## src/rtl/wb_master_arbiter.sv

```systemverilog
// rtl/wb_master_arbiter.sv - two-master round-robin Wishbone arbiter, grant held per bus cycle
// Optional stalled-cycle watchdog enabled with WB_ARB_TIMEOUT_EN.
module wb_master_arbiter #(
  parameter int ADDR_WIDTH     = 32,
  parameter int DATA_WIDTH     = 32,
  parameter int SEL_WIDTH      = 4,
  parameter int TIMEOUT_CYCLES = 255
) (
  input  logic                  wb_clk_i,
  input  logic                  wb_rst_i,
  input  logic                  m0_cyc_i,
  input  logic                  m0_stb_i,
  input  logic                  m0_we_i,
  input  logic [ADDR_WIDTH-1:0] m0_adr_i,
  input  logic [DATA_WIDTH-1:0] m0_dat_i,
  input  logic [SEL_WIDTH-1:0]  m0_sel_i,
  output logic [DATA_WIDTH-1:0] m0_dat_o,
  output logic                  m0_ack_o,
  output logic                  m0_err_o,
  input  logic                  m1_cyc_i,
  input  logic                  m1_stb_i,
  input  logic                  m1_we_i,
  input  logic [ADDR_WIDTH-1:0] m1_adr_i,
  input  logic [DATA_WIDTH-1:0] m1_dat_i,
  input  logic [SEL_WIDTH-1:0]  m1_sel_i,
  output logic [DATA_WIDTH-1:0] m1_dat_o,
  output logic                  m1_ack_o,
  output logic                  m1_err_o,
  output logic                  s_cyc_o,
  output logic                  s_stb_o,
  output logic                  s_we_o,
  output logic [ADDR_WIDTH-1:0] s_adr_o,
  output logic [DATA_WIDTH-1:0] s_dat_o,
  output logic [SEL_WIDTH-1:0]  s_sel_o,
  input  logic [DATA_WIDTH-1:0] s_dat_i,
  input  logic                  s_ack_i,
  input  logic                  s_err_i
);

  typedef enum logic [1:0] {IDLE, GNT0, GNT1} state_t;

  state_t state, state_next;
  logic   last;
  logic   err_any;

  always_ff @(posedge wb_clk_i) begin
    if (wb_rst_i) begin
      state <= IDLE;
      last  <= 1'b1;
    end else begin
      state <= state_next;
      if (state_next == GNT0 && state != GNT0) last <= 1'b0;
      else if (state_next == GNT1 && state != GNT1) last <= 1'b1;
    end
  end

  // Contention in IDLE goes to the master that was not granted last.
  always_comb begin
    state_next = state;
    case (state)
      IDLE: begin
        if (m0_cyc_i && m1_cyc_i) state_next = last ? GNT0 : GNT1;
        else if (m0_cyc_i)        state_next = GNT0;
        else if (m1_cyc_i)        state_next = GNT1;
      end
      GNT0: if (!m0_cyc_i) state_next = m1_cyc_i ? GNT1 : IDLE;
      GNT1: if (!m1_cyc_i) state_next = m0_cyc_i ? GNT0 : IDLE;
      default: state_next = IDLE;
    endcase
  end

  always_comb begin
    s_cyc_o = 1'b0;
    s_stb_o = 1'b0;
    s_we_o  = 1'b0;
    s_adr_o = '0;
    s_dat_o = '0;
    s_sel_o = '0;
    case (state)
      GNT0: begin
        s_cyc_o = m0_cyc_i;
        s_stb_o = m0_stb_i;
        s_we_o  = m0_we_i;
        s_adr_o = m0_adr_i;
        s_dat_o = m0_dat_i;
        s_sel_o = m0_sel_i;
      end
      GNT1: begin
        s_cyc_o = m1_cyc_i;
        s_stb_o = m1_stb_i;
        s_we_o  = m1_we_i;
        s_adr_o = m1_adr_i;
        s_dat_o = m1_dat_i;
        s_sel_o = m1_sel_i;
      end
      default: ;
    endcase
  end

`ifdef WB_ARB_TIMEOUT_EN
  localparam int CNT_W = $clog2(TIMEOUT_CYCLES + 1);

  logic [CNT_W-1:0] wd_cnt;
  logic             timeout_pulse;

  assign timeout_pulse = (wd_cnt == CNT_W'(TIMEOUT_CYCLES));

  // Counts only uninterrupted stalled strobes of the current owner.
  always_ff @(posedge wb_clk_i) begin
    if (wb_rst_i || !s_stb_o || s_ack_i || s_err_i || timeout_pulse || state_next != state)
      wd_cnt <= '0;
    else
      wd_cnt <= wd_cnt + 1'b1;
  end

  assign err_any = s_err_i | timeout_pulse;
`else
  logic unused_timeout_cfg;
  assign unused_timeout_cfg = |TIMEOUT_CYCLES;
  assign err_any = s_err_i;
`endif

  assign m0_dat_o = s_dat_i;
  assign m1_dat_o = s_dat_i;
  assign m0_ack_o = s_ack_i & (state == GNT0);
  assign m1_ack_o = s_ack_i & (state == GNT1);
  assign m0_err_o = err_any & (state == GNT0);
  assign m1_err_o = err_any & (state == GNT1);

endmodule

```

## config.mk

```make
export PLATFORM = sky130hd
export DESIGN_NAME = wb_master_arbiter
export DESIGN_NICKNAME = d
export VERILOG_FILES = /design/src/rtl/wb_master_arbiter.sv
export SDC_FILE = /design/constraint.sdc
export NUM_CORES = 1
export LEC_CHECK = 0
export BUFFER_PORTS_ARGS = -buffer_cell sky130_fd_sc_hd__buf_2
export CAP_MARGIN = 20
export CORE_AREA = 4 4 121 123
export DETAILED_ROUTE_END_ITERATION = 7
export DIE_AREA = 0 0 125 127
export GPL_TIMING_DRIVEN = 0
export PLACE_DENSITY_LB_ADDON = 0.25
export SLEW_MARGIN = 40
export SYNTH_ARGS = -nofsm -noshare
export SYNTH_HDL_FRONTEND = slang
export SYNTH_SLANG_ARGS = --single-unit
```

## constraint.sdc

```tcl
create_clock -name wb_clk_i -period 2.22 [get_ports wb_clk_i]
set_clock_uncertainty 0.2 [all_clocks]
set_input_delay 0.333 -clock wb_clk_i [delete_from_list [all_inputs] [get_ports wb_clk_i]]
set_output_delay 0.333 -clock wb_clk_i [all_outputs]
set_load 0.05 [all_outputs]
```

==> metrics.md <==
| Metric | Value |
|---|---|
| Flops & latches, synth | 3 |
| DRT Wirelength | 9880 µm |
| Post-DP Area | 3670 µm² |
| Row cnt | 43 |
| Final instance area | ~4200 µm² |
| Sequential Area | slightly below 70 µm² |
| RSZ-0062 raised after global routing | yes |
| # port buffers | approximately 280 |
| Reg clk slew, reported paths | around 0.03 ns |
| Post-synthesis simple-gate area fraction | 0.288 |
| Crit-path max FO | 10 |
| Dpl ws | -0.546 ns |
| Layout cells sized above 1 | 0.828 |
| Die area | between 15000 and 20000 µm² |
| Kind of end point of the critical path | output pin |
| Slew HR | 0.820 |
| Reg-to-reg slack, setup | between 0.5 and 0.6 ns |
| H-tree Lvls | 1 |
| CTS Root Cell | clkbuf_16 |
| Count of final setup violators | 0 |
| Largest family of logic cells by synthesized area | compound AO/OA/AOI/OAI gates |
| Hold Path Sink | state[1]$_SDFF_PP0_ |
| Synth Cell Area | around 1800 µm² |
| Area leader, netlist | a22oi_1 |
| Tot GR Track Use | 0.108 |
| TritonRoute pass-1 iters | 4 |
| Fin worst setup slack | between 0.06 and 0.07 ns |
| Leakage | a little over 2 nW |
| CP Buf/Inv Count | 3 |
| Synth warn | 0 |
| Largest stage delay on the critical path | roughly 0.36 ns |
| Synth top area share | 0.288 |
| Avg Cell Area, Syn | 6.97 µm² |
| Critical R2R Launch | state[0]$_SDFF_PP0_ |
| CTS Buf Count | 3 |
| Area of the multi-input gates | approximately 1500 µm² |
| Critical Path, Cell by Cell | inv_2, ha_4, clkbuf_4, a22oi_1, nor2b_2, buf_4 |
| Crit share post-route | 0.972 |
| Clk buf depth | 2 |
| Comb pwr share | 0.869 |
| Dpl hpwl | about 8400 µm |
| First-pass GRT wire length | approximately 15000 µm |
| Synth Area in Adders | 0.0339 |
| Setup TNS | 0 ns |
| Internal Pwr Total | between 1 and 1.5 mW |
| Cell count after synthesis | approximately 270 |
| Fill count | roughly 1500 |
| Vias per Instance | 4.01 |
| Clk Latency, worst-skew pair | 0.22 ns |
| Synth Net Count | roughly 450 |
| WP data arrival | roughly 1.6 ns |
| Total clock sinks | 3 |
| Post-Place Cells | around 730 |
| Max-slew violations | 0 |
| Cell variety after synth | 27 |
| Hold Crit Depth | 2 |
| Final antenna diode count | 0 |
| Number of remaining DRC errors | 0 |
| Power Density | between 600 and 700 nW/µm² |
| Post-DR wirelength/cell | ~13 µm |
| Post-synthesis mux area share | 0.0135 |
| Hold Path Class | in -> reg |
| Total grt overflow | 0 |
| Pin count of the biggest net entering global routing | 11 |
| Antenna Nets Post-Route | 0 |
| Post-CTS Setup Bufs | 0 |
| Count of boundary I/O pins | 317 |
| Die Ht | approximately 130 µm |
| Crit path required time | 1.69 ns |
| Worst min-delay path startpoint | wb_rst_i |
| Most frequent cells in the layout | 214 x buf_2, 130 x buf_4, 70 x nor2b_2 |
| CTS tree | done |
| CP top delay family | buffers and inverters |
| Layout Cells excl Fill | about 730 |
| Crit path time final | roughly 2.2 ns |
| Startpoint types | register |
| Hold Vio Cnt, Final | 0 |
| Ranking of synthesized cells by area | a22oi_1 29%, buf_4 26%, nor2b_1 24% |
| Seq/Total Area, Yosys | 0.0325 |
| Final nets | between 700 and 800 |
| Sw Share | 0.537 |
| Fmax | 464 MHz |
| Clk pwr share | 0.099 |
| Reg-to-reg endpoint | last$_SDFFE_PP1P_ |
| Number of global-route vias before repair | ~2900 |
| Synth Area in Compound Gates | 0.321 |
| RD Place Congestion | 0.838 |
| Switch Pwr | ~1.6 mW |
| R2R cell count | 6 |
| Die span in x | roughly 130 µm |
| Initial antenna violation count | 0 |
| Worst Tran Pin Value | approximately 0.27 ns |
| Syn-to-layout area delta | 125% |
| Slowest-stage cell, CP | dfxtp_4 |
| Core area | between 10000 and 15000 µm² |
| Vias | approximately 2900 |
| Detailed Route Iter0 Violations | 65 |
| Max_cap viols | 0 |
| Peak supply drop | 372 µV |
| Xor/xnor share of the synthesized area | 0 |
| Status | finished, final reports clean |
| Sequential share of power | 0.032 |
| Commonest non-fill, non-tap cell in the layout | buf_2 |
| Crit Path Category | reg -> out |
| Initial Utilization | 0.135 |
## flip-flops by register name, summed over array words and instances (netlist names)
register,cells
state,2
last,1
## synth_stat cells, drive strengths merged
| cell type | instances |
|---|---|
| nor2b | 72 |
| a22oi | 71 |
| buf | 68 |
| clkbuf | 19 |
| ha | 5 |
| and2 | 4 |
| dfxtp | 3 |
| nor2 | 3 |
| inv | 2 |
| nand2 | 2 |
| nor3 | 2 |
| a211o | 1 |
| a21o | 1 |
| a21oi | 1 |
| a32o | 1 |
| and3 | 1 |
| mux2 | 1 |
| mux2i | 1 |
| nand2b | 1 |
| nor3b | 1 |
| o211ai | 1 |
| o21ai | 1 |
| o31ai | 1 |
| o32ai | 1 |
| or3 | 1 |
## worst register-to-register path, delay by kind of cell, from the launching register on
kind	cells	cell delay, ns
AND/OR/NAND/NOR	1	0.07
AO/OA/AOI/OAI	3	0.58
flip-flops	1	0.36
buffers and inverters	1	0.12
adder cells (fa/ha/maj)	1	0.28
## through the flow
| stage | power [mW] | hold slack (ns) | util |
|---|---|---|---|
| global placement | 2.32 | 0.323 | 0.269 |
| global route | 3.07 | 0.145 | 0.305 |
| finish | 2.90 | 0.133 | 0.305 |
| CTS | 2.90 | 0.128 | 0.302 |
| floorplan | 1.79 | 0.209 | - |
| detailed placement | 2.33 | 0.333 | 0.269 |
## power groups by stage
stage	sequential, mW	combinational [mW]	clock [mW]
5_1_grt	0.0959	2.68	0.295
2_1_floorplan	0.0812	1.71	0
4_1_cts	0.0906	2.52	0.290
3_5_place_dp	0.0864	2.25	0
3_3_place_gp	0.0859	2.23	0
6_report	0.0940	2.52	0.285
## routing by layer
| metal | GRT usage | vias to the layer above | wire length (µm) |
|---|---|---|---|
| met1 | 0.122 | 1322 | 3580 |
| met5 | 0 | - | 0 |
| met2 | 0.217 | 161 | 5500 |
| met3 | 0.0209 | 2 | 779 |
| li1 | - | 1449 | - |
| met4 | 0.00765 | 0 | 19 |
## cell families after synthesis
family          Yosys count
compound gates           79
fa+ha+maj                 5
buf+inv                  89
flops                     3
mux                       2
simple gates             87
## how the worst max path moves through the flow
stage	depth (start not counted)	to	from	slack, ns
2_1_floorplan	6	s_adr_o[0]	state[0]$_SDFF_PP0_	0.02
3_3_place_gp	7	s_stb_o	state[0]$_SDFF_PP0_	-0.48
3_5_place_dp	7	s_stb_o	state[0]$_SDFF_PP0_	-0.55
4_1_cts	6	s_dat_o[28]	state[0]$_SDFF_PP0_	-0.03
5_1_grt	6	s_adr_o[18]	state[0]$_SDFF_PP0_	-0.03
6_report	6	s_adr_o[17]	state[0]$_SDFF_PP0_	0.06
## layout make-up
type	count	area share
Timing Repair Buffer	284	0.393
Multi-Input combinational cell	173	0.349
Buffer	86	0.167
Tap cell	180	0.0541
Clock buffer	4	0.0189
Sequential cell	3	0.0162
Inverter	2	0.00180
## repair_timing
item / in CTS / in global routing
hold endpoints to repair: 0 / 0
hold buffers: 0 / 0
pin swaps: 2 / 2
gates resized for setup: 141 / 13
setup endpoints to repair: 73 / 73
gates cloned: 0 / 0
(Power assumes the default switching activity.)
